--- src/rtl/fb_pkg.sv ---
// Shared definitions for the framebuffer write scheduler.
//   FB_WIDTH/FB_HEIGHT/FB_PIXELS : framebuffer geometry (1280x720)
//   FB_ADDR_W / ADDR_W            : pixel address width
//   DATA_W                        : pixel width, {R, G, B}
//   pixel_t                       : packed 24-bit RGB pixel
//   fill_state_t                  : fill engine FSM states
//   fb_addr_inc()                 : address increment modulo FB_PIXELS
package fb_pkg;

  localparam int FB_WIDTH  = 1280;
  localparam int FB_HEIGHT = 720;
  localparam int FB_PIXELS = FB_WIDTH * FB_HEIGHT;
  localparam int FB_ADDR_W = $clog2(FB_PIXELS);
  localparam int ADDR_W    = FB_ADDR_W;
  localparam int DATA_W    = 24;

  typedef struct packed {
    logic [7:0] r;
    logic [7:0] g;
    logic [7:0] b;
  } pixel_t;

  typedef enum logic [1:0] {
    IDLE = 2'd0,
    RUN  = 2'd1,
    DONE = 2'd2
  } fill_state_t;

  // The last pixel is compared explicitly so the counter never relies on
  // a natural 2^ADDR_W rollover (FB_PIXELS is not a power of two).
  function automatic logic [FB_ADDR_W-1:0] fb_addr_inc(input logic [FB_ADDR_W-1:0] a);
    logic [FB_ADDR_W-1:0] last;
    last = FB_ADDR_W'(FB_PIXELS - 1);
    return (a >= last) ? '0 : a + 1'b1;
  endfunction

endpackage

--- src/rtl/fb_fill_engine.sv ---
// Rectangle/span fill engine: writes 'len' copies of 'color' starting at
// 'base', one pixel per granted cycle, wrapping modulo FB_PIXELS.
// Ports:
//   clk, rst     : clock, synchronous active-high reset
//   vblank       : vertical blank (only used with FB_SCHED_VBLANK_GATE_EN)
//   start        : one-cycle start pulse (ignored while busy)
//   base/len     : first address / pixel count of the fill
//   color        : fill pixel value
//   gnt          : write port granted to the fill this cycle
//   req          : fill wants the write port this cycle
//   busy, done   : not idle / one-cycle completion pulse
//   addr, data   : address/value for the pixel written on a grant
// Macro FB_SCHED_VBLANK_GATE_EN: when defined, requests are raised only
// while vblank=1; otherwise vblank is ignored.
module fb_fill_engine
  import fb_pkg::*;
(
  input  logic              clk,
  input  logic              rst,
  input  logic              vblank,
  input  logic              start,
  input  logic [ADDR_W-1:0] base,
  input  logic [ADDR_W-1:0] len,
  input  pixel_t            color,
  input  logic              gnt,
  output logic              req,
  output logic              busy,
  output logic              done,
  output logic [ADDR_W-1:0] addr,
  output pixel_t            data
);

  fill_state_t       state_reg, state_next;
  logic [ADDR_W-1:0] addr_reg, addr_next;
  logic [ADDR_W-1:0] remaining_reg, remaining_next;
  pixel_t            color_reg, color_next;

`ifdef FB_SCHED_VBLANK_GATE_EN
  // Stalling is implicit: without a request there is no grant, so RUN
  // holds its address and remaining count.
  assign req = (state_reg == RUN) && vblank;
`else
  logic vblank_unused;
  assign vblank_unused = vblank;
  assign req = (state_reg == RUN);
`endif

  assign busy = (state_reg != IDLE);
  assign done = (state_reg == DONE);
  assign addr = addr_reg;
  assign data = color_reg;

  always_comb begin
    state_next     = state_reg;
    addr_next      = addr_reg;
    remaining_next = remaining_reg;
    color_next     = color_reg;
    case (state_reg)
      IDLE: begin
        if (start) begin
          if (len == '0) begin
            state_next = DONE;
          end else begin
            state_next     = RUN;
            addr_next      = base;
            remaining_next = len;
            color_next     = color;
          end
        end
      end
      RUN: begin
        if (gnt) begin
          addr_next      = fb_addr_inc(addr_reg);
          remaining_next = remaining_reg - 1'b1;
          if (remaining_reg == ADDR_W'(1)) begin
            state_next = DONE;
          end
        end
      end
      DONE: begin
        state_next = IDLE;
      end
      default: begin
        state_next = IDLE;
      end
    endcase
  end

  always_ff @(posedge clk) begin
    if (rst) begin
      state_reg     <= IDLE;
      addr_reg      <= '0;
      remaining_reg <= '0;
      color_reg     <= '0;
    end else begin
      state_reg     <= state_next;
      addr_reg      <= addr_next;
      remaining_reg <= remaining_next;
      color_reg     <= color_next;
    end
  end

endmodule

--- src/rtl/fb_write_sched.sv ---
// Framebuffer write-port scheduler. Shares the single write port between
// the CPU requester and the internal fill engine with round-robin
// arbitration on contended cycles, and registers the winning write.
// Ports:
//   clk, rst              : pixel clock, synchronous active-high reset
//   vblank                : vertical blank (fill gating, build-dependent)
//   cpu_req/addr/data     : CPU write request, held until cpu_gnt
//   cpu_gnt               : combinational one-cycle accept pulse
//   fill_start/base/len/color : fill command
//   fill_busy, fill_done  : fill status
//   fb_we/addr/data       : registered framebuffer write (1-cycle latency)
// Macro FB_SCHED_VBLANK_GATE_EN: restricts fill writes to vblank=1.
module fb_write_sched
  import fb_pkg::*;
(
  input  logic              clk,
  input  logic              rst,
  input  logic              vblank,
  input  logic              cpu_req,
  input  logic [ADDR_W-1:0] cpu_addr,
  input  logic [DATA_W-1:0] cpu_data,
  output logic              cpu_gnt,
  input  logic              fill_start,
  input  logic [ADDR_W-1:0] fill_base,
  input  logic [ADDR_W-1:0] fill_len,
  input  logic [DATA_W-1:0] fill_color,
  output logic              fill_busy,
  output logic              fill_done,
  output logic              fb_we,
  output logic [ADDR_W-1:0] fb_addr,
  output logic [DATA_W-1:0] fb_data
);

  logic              fill_req;
  logic              fill_gnt;
  logic [ADDR_W-1:0] fill_addr;
  pixel_t            fill_pix;

  fb_fill_engine u_fill (
    .clk    (clk),
    .rst    (rst),
    .vblank (vblank),
    .start  (fill_start),
    .base   (fill_base),
    .len    (fill_len),
    .color  (pixel_t'(fill_color)),
    .gnt    (fill_gnt),
    .req    (fill_req),
    .busy   (fill_busy),
    .done   (fill_done),
    .addr   (fill_addr),
    .data   (fill_pix)
  );

  // fill_prio_reg=1 means the CPU won the last contended cycle, so the
  // fill wins the next one. Reset value 0 favours the CPU.
  logic fill_prio_reg;
  logic contended;
  logic cpu_win;

  assign contended = cpu_req && fill_req;
  assign cpu_win   = cpu_req && (!fill_req || !fill_prio_reg);
  assign cpu_gnt   = cpu_win && !rst;
  assign fill_gnt  = fill_req && !cpu_win && !rst;

  logic              fb_we_reg, fb_we_next;
  logic [ADDR_W-1:0] fb_addr_reg, fb_addr_next;
  logic [DATA_W-1:0] fb_data_reg, fb_data_next;
  logic              cpu_in_range;

  // Out-of-range CPU writes still get their grant but never reach the port.
  assign cpu_in_range = (cpu_addr < ADDR_W'(FB_PIXELS));

  always_comb begin
    fb_we_next   = 1'b0;
    fb_addr_next = fb_addr_reg;
    fb_data_next = fb_data_reg;
    if (cpu_gnt && cpu_in_range) begin
      fb_we_next   = 1'b1;
      fb_addr_next = cpu_addr;
      fb_data_next = cpu_data;
    end else if (fill_gnt) begin
      fb_we_next   = 1'b1;
      fb_addr_next = fill_addr;
      fb_data_next = fill_pix;
    end
  end

  always_ff @(posedge clk) begin
    if (rst) begin
      fill_prio_reg <= 1'b0;
      fb_we_reg     <= 1'b0;
      fb_addr_reg   <= '0;
      fb_data_reg   <= '0;
    end else begin
      if (contended) begin
        fill_prio_reg <= cpu_win;
      end
      fb_we_reg   <= fb_we_next;
      fb_addr_reg <= fb_addr_next;
      fb_data_reg <= fb_data_next;
    end
  end

  assign fb_we   = fb_we_reg;
  assign fb_addr = fb_addr_reg;
  assign fb_data = fb_data_reg;

endmodule

--- config.mk ---
export PLATFORM = sky130hd
export DESIGN_NAME = fb_write_sched
export DESIGN_NICKNAME = d
export VERILOG_FILES = /design/src/rtl/fb_pkg.sv /design/src/rtl/fb_fill_engine.sv /design/src/rtl/fb_write_sched.sv
export SDC_FILE = /design/constraint.sdc
export NUM_CORES = 1
export LEC_CHECK = 0
export ABC_AREA = 1
export CAP_MARGIN = 20
export CELL_PAD_IN_SITES_DETAIL_PLACEMENT = 1
export CELL_PAD_IN_SITES_GLOBAL_PLACEMENT = 2
export CORE_MARGIN = 1.5
export CORE_UTILIZATION = 25
export CTS_CLUSTER_SIZE = 14
export DETAILED_ROUTE_END_ITERATION = 6
export PLACE_DENSITY_LB_ADDON = 0.2
export SYNTH_ARGS = -nofsm -noshare
export SYNTH_HDL_FRONTEND = slang
export SYNTH_SLANG_ARGS = --single-unit
--- constraint.sdc ---
create_clock -name clk -period 1.86 [get_ports clk]
set_input_delay 0.279 -clock clk [delete_from_list [all_inputs] [get_ports clk]]
set_output_delay 0.279 -clock clk [all_outputs]
set_load 0.05 [all_outputs]
==> metrics.md, run 1 <==
| Metric | Value |
|---|---|
| Area of the multi-input gates | `3190 µm²` |
| Worst Setup End Kind | `output port` |
| Delay of the slowest critical-path stage | `810 ps` |
| WL met2 | `10.2 mm` |
| Post-synth EDFFs | `0` |
| # DRC | `0` |
| Routed vias/inst | `4.62` |
| Seq/Total Area, Yosys | `38.5%` |
| Net count after synthesis | `996` |
| Clock power frac | `27.1%` |
| Count leader, synth | `nand2_1` |
| CP arrival | `1520 ps` |
| Synth Register Bits | `112` |
| Ports | `161` |
| M1 WL | `10.5 mm` |
| Max frequency | `554 MHz` |
| Avg Cell Area, Syn | `6.63 µm²` |
| Net Sw Power | `2.72 mW` |
| Fillers | `2838` |
| Slew @ Worst Pin | `539 ps` |
| GRT Util Overall | `17.7%` |
| Number of hold buffers added after cts | `0` |
| Crit path required time | `1580 ps` |
| Gr ovfl total | `0` |
| Unrepaired setup endpoints after global routing | `yes` |
| Crit-path slowest cell | `clkdlybuf4s50_1` |
| Most common flop cell mapped by yosys | `dfxtp_1` |
| Hold Crit Class | `primary input to flip-flop` |
| Share of layout cells above drive strength 1 | `13.0%` |
| Vias in the first global route | `6437` |
| Worst path bufs/invs | `1` |
| Worst Setup Path Type | `flip-flop to output port` |
| # placed instances | `1362` |
| Met3 Wirelength | `686 µm` |
| Initial antenna violation count | `0` |
| Clk buf depth | `2` |
| Switching share of power | `36.7%` |
| WL final | `21.5 mm` |
| Inserted Clock Buffers | `9` |
| Critical path's top delay family | `buffers and inverters` |
| Area Overhead vs Synth | `48.4%` |
| Final cell count without fillers | `1388` |
| Nets@finish | `1186` |
| Via count | `6416` |
| Max Cap Viol | `0` |
| Worst VDD drop | `0.000444 V` |
| Latest clock arrival within the worst-skew pair | `360 ps` |
| Largest net degree at the start of global routing | `48` |
| Die W | `156 µm` |
| Crit share post-route | `97.0%` |
| Final ANT Viol Nets | `0` |
| Total negative slack | `0 ps` |
| Slew headroom | `64.0%` |
| First drt pass iteration count | `4` |
| DRT iter0 DRCs | `265` |
| FP Rows | `55` |
| Status | `completed` |
| H-tree depth | `3` |
| Number of buffers added on ports | `159` |
| Leakage | `3.49 nW` |
| Core ar. | `22800 µm²` |
| Register area | `2240 µm²` |
| Syn. warnings | `0` |
| Gate power share | `33.7%` |
| Area leader, netlist | `dfxtp_1` |
| Clock transition at path regs | `80 ps` |
| CTS tree | `built` |
| P_int | `4.70 mW` |
| Clk sinks | `112` |
| Yosys cell types | `31` |
| Power Dens Cells | `857 nW/µm²` |
| Final min period | `1800 ps` |
| Setup violations, final | `0` |
| Syn Inst Count | `880` |
| Seq pwr share | `39.3%` |
| Synth area leaders | `dfxtp_1 (38%), nand2_1 (12%), nand3_1 (10%)` |
| Synthesized area | `5830 µm²` |
| Detailed Place HPWL | `15.6 mm` |
| Top sig layer | `met4` |
| Die ar. | `24200 µm²` |
| Die Y | `156 µm` |
| Ys async rst share | `0%` |
| Final Hold Vio Count | `0` |
| Fin util | `38.0%` |
| Post-DR wirelength/cell | `15.5 µm` |
| Antenna cells | `0` |
| CTS root buffer | `clkbuf_16` |
| Setup ws final | `56.1 ps` |
| Worst-path fanout max | `2` |
| Post-synth top area share | `38.5%` |
| Clock skew | `9.14 ps` |
| Initial Utilization | `25.6%` |
| RD Place Congestion | `0.761` |
| Slew Viols, Final | `0` |
| Pre-CTS WS | `-368 ps` |
| Most frequent cells after synthesis | `nand2_1 (192), nor2_1 (126), nand3_1 (119)` |
| Element type at the critical path start | `flip-flop` |
| First-pass GRT wire length | `34.2 mm` |
| CP Cell Sequence | `clkdlybuf4s50_1` |
metrics by stage:
stage | power, mW | area, µm² | hold WS, ps
2_1_floorplan | 4.34 | 5830 | 424
3_5_place_dp | 5.37 | 8140 | 436
6_report | 7.42 | 8650 | 421
5_1_grt | 7.93 | 8650 | 440
3_3_place_gp | 5.34 | 8140 | 431
4_1_cts | 7.42 | 8440 | 410
cell type report:
type	instances	share of cell area, %
tap	313	4.53
clock inverter	7	0.882
timing repair buffer	234	26.5
sequential	112	25.9
inverter	63	2.73
clock buffer	9	2.60
multi-input combinational	650	36.8
routing by layer:
layer | track usage, % | up-vias
li1 | - | 3273
met1 | 23.4 | 3023
met2 | 30.6 | 109
met3 | 2.83 | 11
met4 | 3.54 | 0
met5 | 0 | -
cell usage in the layout (no fill, tap or decap), drive strengths merged:
cell type / netlist / routed
nand3: 120 / 120
nor2: 133 / 134
nand2: 194 / 194
clkbuf: 28 / 11
buf: 28 / 84
nand3b: 4 / 4
o21bai: 2 / 2
a21oi: 39 / 39
ha: 3 / 3
clkinv: 1 / 4
dfxtp: 112 / 112
dlymetal6s2s: 0 / 5
xnor2: 8 / 8
inv: 62 / 64
o211ai: 2 / 2
or2: 5 / 5
a31oi: 42 / 42
clkinvlp: 0 / 2
nor3: 6 / 6
mux2i: 3 / 3
nand4: 8 / 8
a31o: 1 / 1
clkdlybuf4s50: 0 / 143
o21ai: 66 / 66
xor2: 13 / 13
worst paths after layout:
| check | cells past startpoint | startpoint | slack (ps) | to |
|---|---|---|---|---|
| setup reg to reg | 10 | u_fill.state_reg[0] | 70 | u_fill.remaining_reg[11] |
| hold / removal | 3 | rst | 420 | u_fill.remaining_reg[4] |
| setup / recovery | 1 | fb_data[14] | 60 | fb_data[14] |
| hold reg to reg | 2 | u_fill.data[9] | 450 | u_fill.data[9] |
cells by family after synthesis:
family	after synthesis	share of synthesized area, %
AND/OR/NAND/NOR	470	34.4
AO/OA/AOI/OAI	152	14.2
buffers and inverters	119	8.63
flip-flops	112	38.5
XOR/XNOR	21	3.15
multiplexers	3	0.515
adder cells (fa/ha/maj)	3	0.644
worst reg2reg max path, cell delays in order, from the launching register on:
cell and delay, ps:
dfxtp_2 340, buf_4 160, nor2_4 140, inv_2 60, or2_1 250, nand3_4 140
nor2_4 50, buf_4 150, buf_4 160, o21ai_0 160, nor2_1 70
power groups by stage:
stage | registers (mW) | logic, mW | clock network (mW)
2_1_floorplan | 3.11 | 1.23 | 0
3_3_place_gp | 2.96 | 2.37 | 0
3_5_place_dp | 2.97 | 2.40 | 0
4_1_cts | 2.91 | 2.42 | 2.09
5_1_grt | 2.96 | 2.79 | 2.18
6_report | 2.91 | 2.50 | 2.01
what timing repair did:
action                                  4_1_cts  5_1_grt
setup buffers                                 0        7
gates cloned                                  0        3
gates resized for setup                       1       49
pin swaps                                     0        8
endpoints found under the setup margin        1       60
No activity file was read; power rests on OpenSTA's default activity.
==> run 2, diff against run 1 <==
SETUP_SLACK_MARGIN = 0.02   (was default)
==> metrics.md, run 2 (synthesized netlist as in run 1, its figures left out) <==
| Metric | Value |
|---|---|
| Leakage | `3.68 nW (was 3.49 nW)` |
| Initial Utilization | `25.6% (unchanged)` |
| Clock power frac | `26.9% (was 27.1%)` |
| Power Dens Cells | `853 nW/µm² (was 857 nW/µm²)` |
| Most common cell after layout, fill and taps aside | `nand2_1 (unchanged)` |
| Die ar. | `24200 µm² (unchanged)` |
| Unrepaired setup endpoints after global routing | `yes (unchanged)` |
| Worst Setup End Kind | `output port (unchanged)` |
| Min Hold Slack | `427 ps (was 421 ps)` |
| Slew headroom | `64.0% (about the same)` |
| Critical path's top delay family | `buffers and inverters (unchanged)` |
| Gr ovfl total | `0 (unchanged)` |
| # DRC | `0 (unchanged)` |
| Crit-path slowest cell | `clkdlybuf4s50_1 (unchanged)` |
| Clk buf depth | `2 (unchanged)` |
| Crit. path cell count | `1 (unchanged)` |
| Final Hold Vio Count | `0 (unchanged)` |
| H-tree depth | `3 (unchanged)` |
| Seq pwr share | `39.1% (was 39.3%)` |
| Core ar. | `22800 µm² (unchanged)` |
| Clock skew | `9.57 ps (was 9.14 ps)` |
| Area Overhead vs Synth | `50.0% (was 48.4%)` |
| WL final | `21.7 mm (was 21.5 mm)` |
| Crit path required time | `1580 ps (about the same)` |
| Crit share post-route | `96.8% (was 97.0%)` |
| Setup ws final | `59.4 ps (was 56.1 ps)` |
| Final cell count without fillers | `1391 (was 1388)` |
| Switching share of power | `36.7% (about the same)` |
| Routed vias/inst | `4.63 (was 4.62)` |
| WHS Path Cells | `3 (unchanged)` |
| RD Place Congestion | `0.761 (unchanged)` |
| Antenna cells | `0 (unchanged)` |
| Status | `completed (unchanged)` |
| First-pass GRT wire length | `34.5 mm (was 34.2 mm)` |
| Final ANT Viol Nets | `0 (unchanged)` |
| CP arrival | `1520 ps (about the same)` |
| Latest clock arrival within the worst-skew pair | `360 ps (about the same)` |
| Die Y | `156 µm (unchanged)` |
| CTS root buffer | `clkbuf_16 (unchanged)` |
| CTS tree | `built (unchanged)` |
| Max frequency | `555 MHz (was 554 MHz)` |
| Worst path bufs/invs | `1 (unchanged)` |
| Flop2flop setup slack | `100 ps (was 70 ps)` |
| Delay of the slowest critical-path stage | `830 ps (was 810 ps)` |
| Gate power share | `34.0% (was 33.7%)` |
| Slew @ Worst Pin | `539 ps (about the same)` |
| Worst-path fanout max | `2 (unchanged)` |
| Share of layout cells above drive strength 1 | `14.1% (was 13.0%)` |
| FP Rows | `55 (unchanged)` |
| Nets@finish | `1189 (was 1186)` |
| Net Sw Power | `2.74 mW (was 2.72 mW)` |
| CP Cell Sequence | `clkdlybuf4s50_1 (unchanged)` |
| Detailed Place HPWL | `15.6 mm (unchanged)` |
| Number of buffers added on ports | `159 (unchanged)` |
| Inserted Clock Buffers | `9 (unchanged)` |
| Slew Viols, Final | `0 (unchanged)` |
| Hold Crit Class | `primary input to flip-flop (unchanged)` |
| Clock transition at path regs | `80 ps (about the same)` |
| Post-DR wirelength/cell | `15.6 µm (was 15.5 µm)` |
| Final min period | `1800 ps (about the same)` |
| Element type at the critical path start | `flip-flop (unchanged)` |
| Max Cap Viol | `0 (unchanged)` |
| Die W | `156 µm (unchanged)` |
| Ports | `161 (unchanged)` |
| Pre-CTS WS | `-368 ps (unchanged)` |
| Worst Setup Path Type | `flip-flop to output port (unchanged)` |
| Via count | `6442 (was 6416)` |
| Largest net degree at the start of global routing | `47 (was 48)` |
| Commonest non-fill, non-tap cells in the layout | `nand2_1 (189), clkdlybuf4s50_1 (133), nor2_1 (120) (was nand2_1 (189), clkdlybuf4s50_1 (143), nor2_1 (121))` |
| First drt pass iteration count | `4 (unchanged)` |
| Setup violations, final | `0 (unchanged)` |
| GRT Util Overall | `17.9% (was 17.7%)` |
| Worst Reg-to-Reg Cells | `10 (unchanged)` |
| Vias in the first global route | `6481 (was 6437)` |
| DRT iter0 DRCs | `238 (was 265)` |
| Initial antenna violation count | `0 (unchanged)` |
| Clk sinks | `112 (unchanged)` |
| P_int | `4.72 mW (was 4.70 mW)` |
| Worst VDD drop | `0.000449 V (was 0.000444 V)` |
| # placed instances | `1362 (unchanged)` |
-- run 2: metal layers --
layer,global-route usage [%],vias up,wire length (µm)
met4,3.54,0,220
li1,-,3291,-
met3,2.78,11,778
met2,30.8,119,10200
met1,23.7,3021,10500
met5,0,-,0
-- run 2: final cells by class --
type	instances	area, µm²
fill	2838	14000
sequential	112	2240
clock inverter	7	76.3
tap	313	392
inverter	63	236
multi-input combinational	650	3220
clock buffer	9	225
timing repair buffer	237	2360
-- run 2: per-stage QoR --
| step | setup TNS [ps] | util, % | area, µm² | power [mW] |
|---|---|---|---|---|
| after detailed placement | -24230 | 35.7 | 8140 | 5.37 |
| after CTS | 0 | 37.2 | 8480 | 7.45 |
| final | 0 | 38.4 | 8750 | 7.46 |
| after global placement | -22490 | 35.7 | 8140 | 5.34 |
| after global routing | -394 | 38.4 | 8750 | 7.97 |
| after floorplan | 0 | - | 5830 | 4.34 |
-- run 2: worst register-to-register path, stage by stage (launching register included) --
cell and delay [ps]:
dfxtp_2 350, buf_4 160, nor2_4 130, inv_2 60, or2_1 250, nand3_4 140, nor2_4 40, buf_4 150
clkbuf_16 180, o21ai_1 130, nor2_1 60
-- run 2: path summary, 6_finish.rpt --
path / from / end
worst max register to register: u_fill.state_reg[0] / u_fill.addr[18]
worst max-delay path: fb_data[11] / fb_data[11]
worst min register to register: u_fill.data[18] / u_fill.data[18]
worst min-delay path: rst / fill_prio_reg
-- run 2: timing repair --
item,4_1_cts,5_1_grt
hold buffers,0,0
endpoints found under the setup margin,5,63
buffers inserted,0,9
pin swaps,0,9
cloned,1,3
resized for setup,3,68
-- run 2: power groups by stage --
stage / Clock (mW) / Combinational [mW] / Sequential (mW)
after floorplan: 0 / 1.23 / 3.11
after global placement: 0 / 2.37 / 2.96
after detailed placement: 0 / 2.40 / 2.97
after CTS: 2.09 / 2.44 / 2.91
after global routing: 2.18 / 2.83 / 2.96
final: 2.01 / 2.54 / 2.92
==> run 3, diff against run 2 <==
ABC_AREA = default   (was 1)
CORE_UTILIZATION = 27   (was 25)
==> metrics.md, run 3 <==
| Metric | Value |
|---|---|
| Setup ws final | `-86.0 ps (was 59.4 ps)` |
| P_int | `4.66 mW (was 4.72 mW)` |
| Synth Register Bits | `112 (unchanged)` |
| Hold path start | `cpu_addr[12] (was rst)` |
| Clk sinks | `112 (unchanged)` |
| Worst-path fanout max | `5 (was 2)` |
| Initial antenna violation count | `0 (unchanged)` |
| Flop2flop setup slack | `-90 ps (was 100 ps)` |
| Slew Viols, Final | `0 (unchanged)` |
| H-tree depth | `3 (unchanged)` |
| Ys async rst share | `0% (unchanged)` |
| Seq pwr share | `38.1% (was 39.1%)` |
| Count leader, synth | `nand2_1 (unchanged)` |
| Routed vias/inst | `5.27 (was 4.63)` |
| CP arrival | `2210 ps (was 1520 ps)` |
| Seq/Total Area, Yosys | `39.9% (was 38.5%)` |
| Number of buffers added on ports | `159 (unchanged)` |
| Element type at the critical path start | `flip-flop (unchanged)` |
| Clock transition at path regs | `80 ps (about the same)` |
| Status | `complete, but fails checks (was completed)` |
| Ports | `161 (unchanged)` |
| # DRC | `0 (unchanged)` |
| Leakage | `3.77 nW (was 3.68 nW)` |
| Number of hold buffers added after cts | `0 (unchanged)` |
| Max Cap Viol | `0 (unchanged)` |
| Most common flop cell mapped by yosys | `dfxtp_1 (unchanged)` |
| Hold Crit Class | `primary input to flip-flop (unchanged)` |
| Clock power frac | `29.1% (was 26.9%)` |
| Area Overhead vs Synth | `68.1% (was 50.0%)` |
| Syn. warnings | `0 (unchanged)` |
| CTS tree | `built (unchanged)` |
| Setup violations, final | `7 (was 0)` |
| RD Place Congestion | `0.834 (was 0.761)` |
| Die W | `147 µm (was 156 µm)` |
| Failing checks | `setup timing` |
| CTS root buffer | `clkbuf_16 (unchanged)` |
| Total negative slack | `-220 ps (was 0 ps)` |
| Die Y | `147 µm (was 156 µm)` |
| Crit path required time | `2130 ps (was 1580 ps)` |
| First drt pass iteration count | `5 (was 4)` |
| Hold Path Sink | `fb_addr[12] (was fill_prio_reg)` |
| Post-synth top area share | `39.9% (was 38.5%)` |
| Final ANT Viol Nets | `0 (unchanged)` |
| Crit share post-route | `105% (was 96.8%)` |
| Antenna cells | `0 (unchanged)` |
| FP Rows | `52 (was 55)` |
| WL final | `24.9 mm (was 21.7 mm)` |
| Power Dens Cells | `760 nW/µm² (was 853 nW/µm²)` |
| RR Startpoint | `u_fill.addr[13] (was u_fill.state_reg[0])` |
| Initial Utilization | `27.7% (was 25.6%)` |
| Fin util | `46.5% (was 38.4%)` |
| Net Sw Power | `2.52 mW (was 2.74 mW)` |
| Slew headroom | `47.6% (was 64.0%)` |
| Largest net degree at the start of global routing | `64 (was 47)` |
| GRT Util Overall | `21.1% (was 17.9%)` |
| Vias in the first global route | `6823 (was 6481)` |
| Commonest non-fill, non-tap cells in the layout | `nand2_1 (168), clkdlybuf4s50_1 (114), buf_4 (114) (was nand2_1 (189), clkdlybuf4s50_1 (133), nor2_1 (120))` |
| Syn Inst Count | `738 (was 880)` |
| Worst VDD drop | `0.000505 V (was 0.000449 V)` |
| Post-synth EDFFs | `0 (unchanged)` |
| Synthesized area | `5620 µm² (was 5830 µm²)` |
| Latest clock arrival within the worst-skew pair | `370 ps (was 360 ps)` |
| Worst Setup End Kind | `flip-flop (was output port)` |
| Detailed Place HPWL | `16.6 mm (was 15.6 mm)` |
| Switching share of power | `35.1% (was 36.7%)` |
| Post-DR wirelength/cell | `19.7 µm (was 15.6 µm)` |
| Yosys cell types | `70 (was 31)` |
| Slew @ Worst Pin | `786 ps (was 539 ps)` |
| Via count | `6661 (was 6442)` |
| Share of layout cells above drive strength 1 | `25.9% (was 14.1%)` |
| Final min period | `1950 ps (was 1800 ps)` |
| Net count after synthesis | `854 (was 996)` |
| Gr ovfl total | `0 (unchanged)` |
| Most common cell after layout, fill and taps aside | `nand2_1 (unchanged)` |
| Unrepaired setup endpoints after global routing | `yes (unchanged)` |
| Die ar. | `21700 µm² (was 24200 µm²)` |
| Clock skew | `13.9 ps (was 9.57 ps)` |
| Synth area leaders | `dfxtp_1 (40%), nand2_1 (11%), a311oi_1 (7.5%) (was dfxtp_1 (38%), nand2_1 (12%), nand3_1 (10%))` |
| Gate power share | `32.8% (was 34.0%)` |
| R2R Path End | `u_fill.addr[7] (was u_fill.addr[18])` |
| Final Hold Vio Count | `0 (unchanged)` |
| Area leader, netlist | `dfxtp_1 (unchanged)` |
| Clk buf depth | `2 (unchanged)` |
| Max frequency | `514 MHz (was 555 MHz)` |
| Nets@finish | `1106 (was 1189)` |
| WHS Path Cells | `3 (unchanged)` |
| Avg Cell Area, Syn | `7.62 µm² (was 6.63 µm²)` |
| DRT iter0 DRCs | `323 (was 238)` |
| Pre-CTS WS | `-636 ps (was -368 ps)` |
| Most frequent cells after synthesis | `nand2_1 (170), dfxtp_1 (112), nor2_1 (83) (was nand2_1 (192), nor2_1 (126), nand3_1 (119))` |
| First-pass GRT wire length | `36.2 mm (was 34.5 mm)` |
| Core ar. | `20300 µm² (was 22800 µm²)` |
| Worst Setup Path Type | `flip-flop to flip-flop (was flip-flop to output port)` |
| Inserted Clock Buffers | `9 (unchanged)` |
| Worst Reg-to-Reg Cells | `6 (was 10)` |
run 3: area by class of cell:
cell class / count / area [µm²]
repair buffers: 296 / 2950
clock inverters: 6 / 67.6
fillers: 2394 / 10900
well taps: 270 / 338
clock buffers: 10 / 239
multi-input cells: 559 / 3550
inverters: 12 / 45.0
flip-flops and latches: 112 / 2260
run 3: cell families after synthesis:
kind of cell             synth area share [%]
flip-flops                               39.9
XOR/XNOR                                0.312
adder cells (fa/ha/maj)                 0.668
AO/OA/AOI/OAI                            26.8
AND/OR/NAND/NOR                          27.0
buffers and inverters                    5.37
run 3: critical path: stages, from the launching register on:
cell and delay, ps:
dfxtp_1 320, or4_4 540, nor2_4 190, a21oi_1 120, nor2_2 260, o21ai_1 130
a311oi_1 290
run 3: metrics by stage:
stage | instance area (µm²) | hold slack (ps) | total power, mW | instances
after floorplan | 5650 | 415 | 3.80 | 738
after global placement | 8140 | 444 | 4.70 | 1214
after detailed placement | 8140 | 451 | 4.76 | 1214
after CTS | 8820 | 330 | 7.01 | 1241
after global routing | 9450 | 343 | 7.46 | 1265
final | 9450 | 279 | 7.18 | 1265
run 3: what timing repair did:
| item | CTS | global route |
|---|---|---|
| gates cloned | 3 | 6 |
| endpoints found under the setup margin | 109 | 111 |
| pin swaps | 15 | 41 |
| buffers inserted | 8 | 18 |
| gates resized for setup | 56 | 111 |
| hold endpoints to repair | 0 | 0 |
run 3: worst max path at each step:
stage | startpoint | endpoint | slack (ps) | depth (start not counted)
finish | u_fill.addr[13] | u_fill.addr[7] | -90 | 6
global route | u_fill.addr[13] | u_fill.addr[7] | -180 | 6
CTS | u_fill.addr[13] | u_fill.addr[8] | -40 | 7
detailed placement | fill_start | u_fill.data[4] | -640 | 5
global placement | fill_start | u_fill.data[12] | -550 | 5
floorplan | u_fill.addr[1] | u_fill.addr[11] | 20 | 8
run 3: power by group through the flow:
stage / sequential (mW) / clock (mW) / combinational, mW
floorplan: 3.02 / 0 / 0.780
global placement: 2.77 / 0 / 1.93
detailed placement: 2.78 / 0 / 1.98
CTS: 2.73 / 2.13 / 2.15
global route: 2.76 / 2.20 / 2.50
finish: 2.74 / 2.09 / 2.36
run 3: layer usage:
metal	routed length [µm]	up-vias	GRT usage [%]
met5	0	-	0
met1	10800	3300	25.7
li1	-	3172	-
met3	780	40	2.58
met4	657	0	9.05
met2	12700	149	37.1
